<file path="src/rtl/uart_pkg.sv">
// Shared constants, byte-FSM states and frame layout for the host command link receiver.
package uart_pkg;

    localparam int CLK_HZ_DEF       = 50_000_000;
    localparam int BAUDRATE_DEF     = 115_200;
    localparam int TIMEOUT_BITS_DEF = 20;

    localparam int DIV_DEF  = CLK_HZ_DEF / BAUDRATE_DEF;
    localparam int HALF_DEF = DIV_DEF / 2;

    localparam int FRAME_BYTES = 8;
    localparam int OPCD_BYTES  = 2;
    localparam int ADDR_BYTES  = 2;
    localparam int DATA_BYTES  = 4;

    localparam int OPCD_W  = OPCD_BYTES * 8;
    localparam int ADDR_W  = ADDR_BYTES * 8;
    localparam int DATA_W  = DATA_BYTES * 8;
    localparam int FRAME_W = FRAME_BYTES * 8;

    typedef enum logic [1:0] {
        RX_IDLE,
        RX_START,
        RX_DATA,
        RX_STOP
    } rx_state_e;

    // Field order matches arrival order: byte 0 lands in the MSBs.
    typedef struct packed {
        logic [OPCD_W-1:0] opcode;
        logic [ADDR_W-1:0] addr;
        logic [DATA_W-1:0] data;
    } frame_t;

    function automatic int calc_div(input int clk_hz, input int baud);
        return clk_hz / baud;
    endfunction

endpackage

</file>
<file path="src/rtl/uart_cmd_rx_if.sv">
// Command-frame output bus: decoded fields plus valid/error pulses, no backpressure.
interface uart_cmd_rx_if;
    import uart_pkg::*;

    logic [OPCD_W-1:0] opcode;
    logic [ADDR_W-1:0] addr;
    logic [DATA_W-1:0] data;
    logic              frame_valid;
    logic              frame_err;

    modport master (output opcode, addr, data, frame_valid, frame_err);
    modport slave  (input  opcode, addr, data, frame_valid, frame_err);

endinterface

</file>
<file path="src/rtl/uart_rx_byte.sv">
// 8N1 byte deserializer behind a 2-FF synchronizer; pulses arrive in the stop-sample cycle.
// No backpressure: each byte is offered for exactly one cycle.
module uart_rx_byte
    import uart_pkg::*;
#(
    parameter int DIV  = DIV_DEF,
    parameter int HALF = DIV / 2
) (
    input  logic       clock,
    input  logic       reset,
    input  logic       rx,
    output logic [7:0] byte_data,
    output logic       byte_valid,
    output logic       byte_err,
    output logic       start_det
);

    localparam int CW = $clog2(DIV);

    logic          sync1_q, sync2_q;
    rx_state_e     state_q, state_d;
    logic [CW-1:0] cnt_q, cnt_d;
    logic [2:0]    bit_q, bit_d;
    logic [7:0]    shift_q, shift_d;

    always_ff @(posedge clock or negedge reset) begin
        if (!reset) begin
            sync1_q <= 1'b1;
            sync2_q <= 1'b1;
            state_q <= RX_IDLE;
            cnt_q   <= '0;
            bit_q   <= '0;
            shift_q <= '0;
        end else begin
            sync1_q <= rx;
            sync2_q <= sync1_q;
            state_q <= state_d;
            cnt_q   <= cnt_d;
            bit_q   <= bit_d;
            shift_q <= shift_d;
        end
    end

    always_comb begin
        state_d    = state_q;
        cnt_d      = cnt_q + CW'(1);
        bit_d      = bit_q;
        shift_d    = shift_q;
        byte_valid = 1'b0;
        byte_err   = 1'b0;
        start_det  = 1'b0;
        unique case (state_q)
            RX_IDLE: begin
                cnt_d = '0;
                if (!sync2_q) begin
                    state_d   = RX_START;
                    start_det = 1'b1;
                end
            end
            RX_START: begin
                // A start bit that is high again at mid-bit was a glitch.
                if (cnt_q == CW'(HALF - 1)) begin
                    cnt_d   = '0;
                    bit_d   = '0;
                    state_d = sync2_q ? RX_IDLE : RX_DATA;
                end
            end
            RX_DATA: begin
                if (cnt_q == CW'(DIV - 1)) begin
                    cnt_d   = '0;
                    shift_d = {sync2_q, shift_q[7:1]};
                    if (bit_q == 3'd7) begin
                        state_d = RX_STOP;
                    end else begin
                        bit_d = bit_q + 3'd1;
                    end
                end
            end
            RX_STOP: begin
                if (cnt_q == CW'(DIV - 1)) begin
                    cnt_d      = '0;
                    state_d    = RX_IDLE;
                    byte_valid = sync2_q;
                    byte_err   = !sync2_q;
                end
            end
            default: state_d = RX_IDLE;
        endcase
    end

    assign byte_data = shift_q;

endmodule

</file>
<file path="src/rtl/uart_cmd_rx.sv">
// Groups 8 received bytes into opcode/addr/data; frame_valid one cycle after the byte-7 stop sample.
// No backpressure: a missed frame_valid loses the frame; bad or stalled partial frames pulse frame_err.
module uart_cmd_rx
    import uart_pkg::*;
#(
    parameter int CLK_HZ       = CLK_HZ_DEF,
    parameter int BAUDRATE     = BAUDRATE_DEF,
    parameter int TIMEOUT_BITS = TIMEOUT_BITS_DEF
) (
    input  logic          clock,
    input  logic          reset,
    input  logic          rx,
    uart_cmd_rx_if.master frm
);

    localparam int DIV    = calc_div(CLK_HZ, BAUDRATE);
    localparam int HALF   = DIV / 2;
    localparam int TO_CYC = TIMEOUT_BITS * DIV;
    localparam int TW     = $clog2(TO_CYC + 1);

    logic [7:0] byte_data;
    logic       byte_valid, byte_err, start_det;

    uart_rx_byte #(
        .DIV  (DIV),
        .HALF (HALF)
    ) u_rx_byte (
        .clock      (clock),
        .reset      (reset),
        .rx         (rx),
        .byte_data  (byte_data),
        .byte_valid (byte_valid),
        .byte_err   (byte_err),
        .start_det  (start_det)
    );

    logic [2:0]         idx_q, idx_d;
    logic [FRAME_W-1:0] shadow_q, shadow_d;
    logic [TW-1:0]      to_q, to_d;
    frame_t             out_q, out_d;
    logic               fv_q, fv_d;
    logic               fe_q, fe_d;
    logic [5:0]         bpos;
    logic               expire;

    always_ff @(posedge clock or negedge reset) begin
        if (!reset) begin
            idx_q    <= '0;
            shadow_q <= '0;
            to_q     <= '0;
            out_q    <= '0;
            fv_q     <= 1'b0;
            fe_q     <= 1'b0;
        end else begin
            idx_q    <= idx_d;
            shadow_q <= shadow_d;
            to_q     <= to_d;
            out_q    <= out_d;
            fv_q     <= fv_d;
            fe_q     <= fe_d;
        end
    end

    // Byte n of the frame occupies bits [8*(7-n) +: 8]; 7-n is ~n for a 3-bit index.
    assign bpos   = {~idx_q, 3'b000};
    assign expire = (idx_q != 3'd0) && (to_q == TW'(TO_CYC - 1)) && !start_det;

    always_comb begin
        idx_d    = idx_q;
        shadow_d = shadow_q;
        to_d     = to_q;
        out_d    = out_q;
        fv_d     = 1'b0;
        fe_d     = 1'b0;
        if (byte_err) begin
            idx_d = '0;
            to_d  = '0;
            fe_d  = 1'b1;
        end else if (byte_valid) begin
            shadow_d[bpos +: 8] = byte_data;
            to_d                = '0;
            if (idx_q == 3'd7) begin
                out_d = frame_t'(shadow_d);
                fv_d  = 1'b1;
                idx_d = '0;
            end else begin
                idx_d = idx_q + 3'd1;
            end
        end else if (start_det || idx_q == 3'd0) begin
            // Start detection beats a coincident timeout expiry.
            to_d = '0;
        end else if (expire) begin
            idx_d = '0;
            to_d  = '0;
            fe_d  = 1'b1;
        end else begin
            to_d = to_q + TW'(1);
        end
    end

    assign frm.opcode      = out_q.opcode;
    assign frm.addr        = out_q.addr;
    assign frm.data        = out_q.data;
    assign frm.frame_valid = fv_q;
    assign frm.frame_err   = fe_q;

endmodule

</file>
<file path="src/flat_wrapper.sv">
// flat-port wrapper written by rule: the top's interface ports become plain ports
module uart_cmd_rx_flat import uart_pkg::*;
#(
    parameter int CLK_HZ       = CLK_HZ_DEF,
    parameter int BAUDRATE     = BAUDRATE_DEF,
    parameter int TIMEOUT_BITS = TIMEOUT_BITS_DEF
)
  (clock, reset, rx, frm_opcode, frm_addr, frm_data, frm_frame_valid, frm_frame_err);
  uart_cmd_rx_if frm_i ();
  input  logic clock;
  input  logic reset;
  input  logic rx;
  output wire logic [$bits(frm_i.opcode)-1:0] frm_opcode;
  output wire logic [$bits(frm_i.addr)-1:0] frm_addr;
  output wire logic [$bits(frm_i.data)-1:0] frm_data;
  output wire logic [$bits(frm_i.frame_valid)-1:0] frm_frame_valid;
  output wire logic [$bits(frm_i.frame_err)-1:0] frm_frame_err;
  assign frm_opcode = frm_i.opcode;
  assign frm_addr = frm_i.addr;
  assign frm_data = frm_i.data;
  assign frm_frame_valid = frm_i.frame_valid;
  assign frm_frame_err = frm_i.frame_err;
  uart_cmd_rx #(.CLK_HZ(CLK_HZ), .BAUDRATE(BAUDRATE), .TIMEOUT_BITS(TIMEOUT_BITS)) u_core (.clock(clock), .reset(reset), .rx(rx), .frm(frm_i));
endmodule
</file>
<file path="config.mk">
export PLATFORM = sky130hd
export DESIGN_NAME = uart_cmd_rx_flat
export DESIGN_NICKNAME = d
export VERILOG_FILES = /design/src/rtl/uart_pkg.sv /design/src/rtl/uart_cmd_rx_if.sv /design/src/rtl/uart_rx_byte.sv /design/src/rtl/uart_cmd_rx.sv /design/src/flat_wrapper.sv
export SDC_FILE = /design/constraint.sdc
export NUM_CORES = 1
export LEC_CHECK = 0
export ABC_CLOCK_PERIOD_IN_PS = 2700
export CORE_MARGIN = 3
export CORE_UTILIZATION = 38
export DETAILED_ROUTE_END_ITERATION = 10
export PLACE_DENSITY = 0.58
export SYNTH_ARGS = -nofsm -noshare
export SYNTH_HDL_FRONTEND = slang
export SYNTH_SLANG_ARGS = --single-unit
</file>
<file path="constraint.sdc">
create_clock -name clock -period 2.7 [get_ports clock]
set_input_delay 0.405 -clock clock [delete_from_list [all_inputs] [get_ports clock]]
set_output_delay 0.405 -clock clock [all_outputs]
set_load 0.005 [all_outputs]
</file>
==> run metrics <==
syn_area_per_cell=11.80 sq um; Fmax achieved=403.3 MHz; Seq pwr share=about half; switching power=1.066 mW; Hold WC Path Type=flop to flop; CTS tree=built; total grt overflow=0; R2R Setup Slk=0.22 ns; root buf cell=clkbuf_16; buffer and inverter count on the worst path=1; Primary FF master, synth=dfrtp_1; P_int=4.049 mW; crit path time final=2.480 ns; Post-synth EDFFs=0; largest net degree at the start of global routing=81; Worst-path clk slew=approximately 0.06 ns; Vias/cell=5.196; CP cell instances=inv_1 > ha_1 > or3b_1 > nor2_2 > nor4b_4 > a22o_1; row count=50; setup_tns=0 ns; CP delay by family, top=simple AND/OR/NAND/NOR gates; Worst slew margin=52.25%; DRC=0; # resized after CTS=0; Crit path required time=3.06 ns; Bufs on Longest Clock Path=2; Seq/Total Area, Yosys=57.67%; area delta synth->final=21.33%; RSZ-0062 raised after global routing=false; Max Fanout on Critical Path=10; crit share post-route=91.84%; port bufs=68; Inserted Clock Buffers=17; WL final=around 16000 microns; share of layout cells above drive strength 1=approximately 16%; Max IR drop VDD=0.0004194 V; worst skew pair latency=0.43 ns; core area=between 15000 and 20000 sq um; I/O Pins=69; outcome=completed; Clock Skews=0.01162 ns; gr usage total=roughly 16%; Mapped Area=roughly 7400 sq um; # hold bufs at CTS=1; clk sinks=171; Sw Share=roughly a fifth; final hold vios=0; Max-cap violations=0; Slew Viols, Final=0; Comb power frac=1.2%; CTS H-tree lvls=4; HPWL Detailed=10980 microns; pwr/cell area=567.8 nW/um^2; total leakage power=4.181 nW; Inserted Diodes=0; Vias=5014; Post-DRT Antenna Nets=0; Total Die Area=21250 sq um; Crit. End Element=flop; Final Setup Violations=0; vias in the first global route=approximately 5300; Setup Fix Bufs, Post-CTS=0; Chip Width=145.8 microns; Post-Syn Instances=~630; Setup CP Type=flop to flop; initial antenna violation count=0; CP Launch Type=flop; Yosys Warn Count=0; CP max stage delay=between 0.5 and 0.6 ns; Worst-Margin Slew=slightly above 0.7 ns; drt first pass iters=4; initial DRC count=294; clock share of power=48.6%; Synth Register Bits=171; Async SR Flop Fraction=100.0%; Critical-path top delay cell=dfrtp_1; nets=707; chip height=145.8 microns; Final GP Congestion=0.7902; Mapped Nets=~640; Initial Util=approximately two fifths; Netlist cell types=56; Data arrival, critical path=2.84 ns; WL/cell=~16 microns; post-route non-filler standard cell count=~970; Placed Cells=932; global-route wire length before repair=27740 microns
## power groups by stage
| stage | clock, mW | sequential (mW) | combinational (mW) |
|---|---|---|---|
| 3_5_place_dp | 0 | 2.61 | 0.0636 |
| 6_report | 2.49 | 2.57 | 0.0606 |
| 4_1_cts | 2.55 | 2.57 | 0.0651 |
| 2_1_floorplan | 0 | 2.61 | 0.00368 |
| 5_1_grt | 2.66 | 2.56 | 0.0723 |
| 3_3_place_gp | 0 | 2.61 | 0.0617 |
## metrics by stage
stage | total power, mW | setup WS (ns) | instance area (sq um) | hold WS, ns | util (%)
floorplan | 2.617 | 0.4317 | 7425 | 0.1094 | -
global placement | 2.676 | 0.3654 | 8383 | 0.3271 | 44.22
detailed placement | 2.678 | 0.2347 | 8383 | 0.3342 | 44.22
CTS | 5.182 | 0.2163 | 9009 | 0.3603 | 47.52
global route | 5.298 | 0.009942 | 9009 | 0.3644 | 47.52
finish | 5.115 | 0.2202 | 9009 | 0.3585 | 47.52
## cell usage after synthesis (3+ instances only)
cell      number  share of area, %
nand3_1       15               1.0
a32o_1        12               1.6
mux2_2        41               6.2
a21oi_1       19               1.3
and2_1        13               1.1
xnor2_1       13               1.5
nand4_1        8              0.67
nor2_2         4              0.34
xor2_1         5              0.59
a22o_1        32               3.8
nor2_1        80               4.0
nand2_1       36               1.8
a221oi_1      12               1.4
buf_1          7              0.35
o22ai_1        3              0.25
dfrtp_1      169                57
buf_2         21               1.4
and4_1         3              0.35
and3_1         6              0.51
nor3b_1        3              0.30
mux2_4         8               1.6
nor3_1        20               1.3
inv_1         10              0.51
o21ai_0       19               1.3
clkbuf_1       7              0.35
mux2i_1       16               2.2
ha_1          12               2.0
## path summary, 6_finish.rpt
path / from / endpoint / cells past startpoint
max: u_core.idx_q[0] / u_core.shadow_q[63] / 6
min: u_core.u_rx_byte.sync1_q / u_core.u_rx_byte.sync2_q / 0
max reg2reg: u_core.idx_q[0] / u_core.shadow_q[63] / 6
min reg2reg: u_core.u_rx_byte.sync1_q / u_core.u_rx_byte.sync2_q / 0
max in group asynchronous: reset / u_core.u_rx_byte.sync1_q / 3
min in group asynchronous: reset / u_core.frm.data[18] / 2
## area by class of cell
cell class | count | area, sq um
clock buffers | 21 | 480.5
clock inverters | 11 | 135.1
fillers | 1723 | 9947
inverters | 10 | 37.54
multi-input cells | 410 | 2922
flip-flops and latches | 171 | 4282
well taps | 260 | 325.3
repair buffers | 82 | 827.0
## kinds of logic after synthesis
| kind of cell | synth area share, % |
|---|---|
| flip-flops | 57.67 |
| AND/OR/NAND/NOR | 14.31 |
| multiplexers | 10.45 |
| buffers and inverters | 2.983 |
| XOR/XNOR | 2.123 |
| AO/OA/AOI/OAI | 10.45 |
| adder cells (fa/ha/maj) | 2.022 |
## worst reg2reg max path, cell delays in order (launching register included)
cell	delay (ns)
dfrtp_1	0.53
inv_1	0.19
ha_1	0.42
or3b_1	0.47
nor2_2	0.27
nor4b_4	0.36
a22o_1	0.19
## sequential cells by signal, summed over array words and instances, names as in the netlist, 3 cells and up, named ones only
| name | flops |
|---|---|
| u_core.u_rx_byte.bit_q | 3 |
| u_core.u_rx_byte.byte_data | 8 |
| u_core.frm.opcode | 16 |
| u_core.frm.data | 32 |
| u_core.idx_q | 3 |
| u_core.u_rx_byte.cnt_q | 9 |
| u_core.to_q | 14 |
| u_core.shadow_q | 64 |
| u_core.frm.addr | 16 |
## cell usage in the layout (no fill, tap or decap), types with 3 or more instances in the layout
cell,instances
a221oi_1,12
and3_1,6
clkbuf_16,17
nor3b_1,3
o22ai_1,3
xnor2_1,13
clkbuf_8,4
nor2_2,4
nand3_1,15
nor3_1,20
a32o_1,12
and2_1,13
nand4_1,8
mux2_2,41
mux2i_1,16
a22o_1,32
o21ai_0,19
and4_1,3
dfrtp_1,169
clkdlybuf4s50_1,67
ha_1,12
mux2_4,8
inv_1,10
nand2_1,36
buf_12,3
buf_4,10
a21oi_1,19
xor2_1,5
clkinv_4,4
nor2_1,80
## routing by layer
| layer | track usage (%) | vias to the layer above | part of all wire (%) |
|---|---|---|---|
| li1 | - | 2369 | - |
| met3 | 3.986 | 17 | 3.5 |
| met5 | 0 | - | 0 |
| met4 | 5.128 | 0 | 1.5 |
| met1 | 20.55 | 2542 | 45 |
| met2 | 26.70 | 86 | 50 |
(Power assumes the default switching activity.)
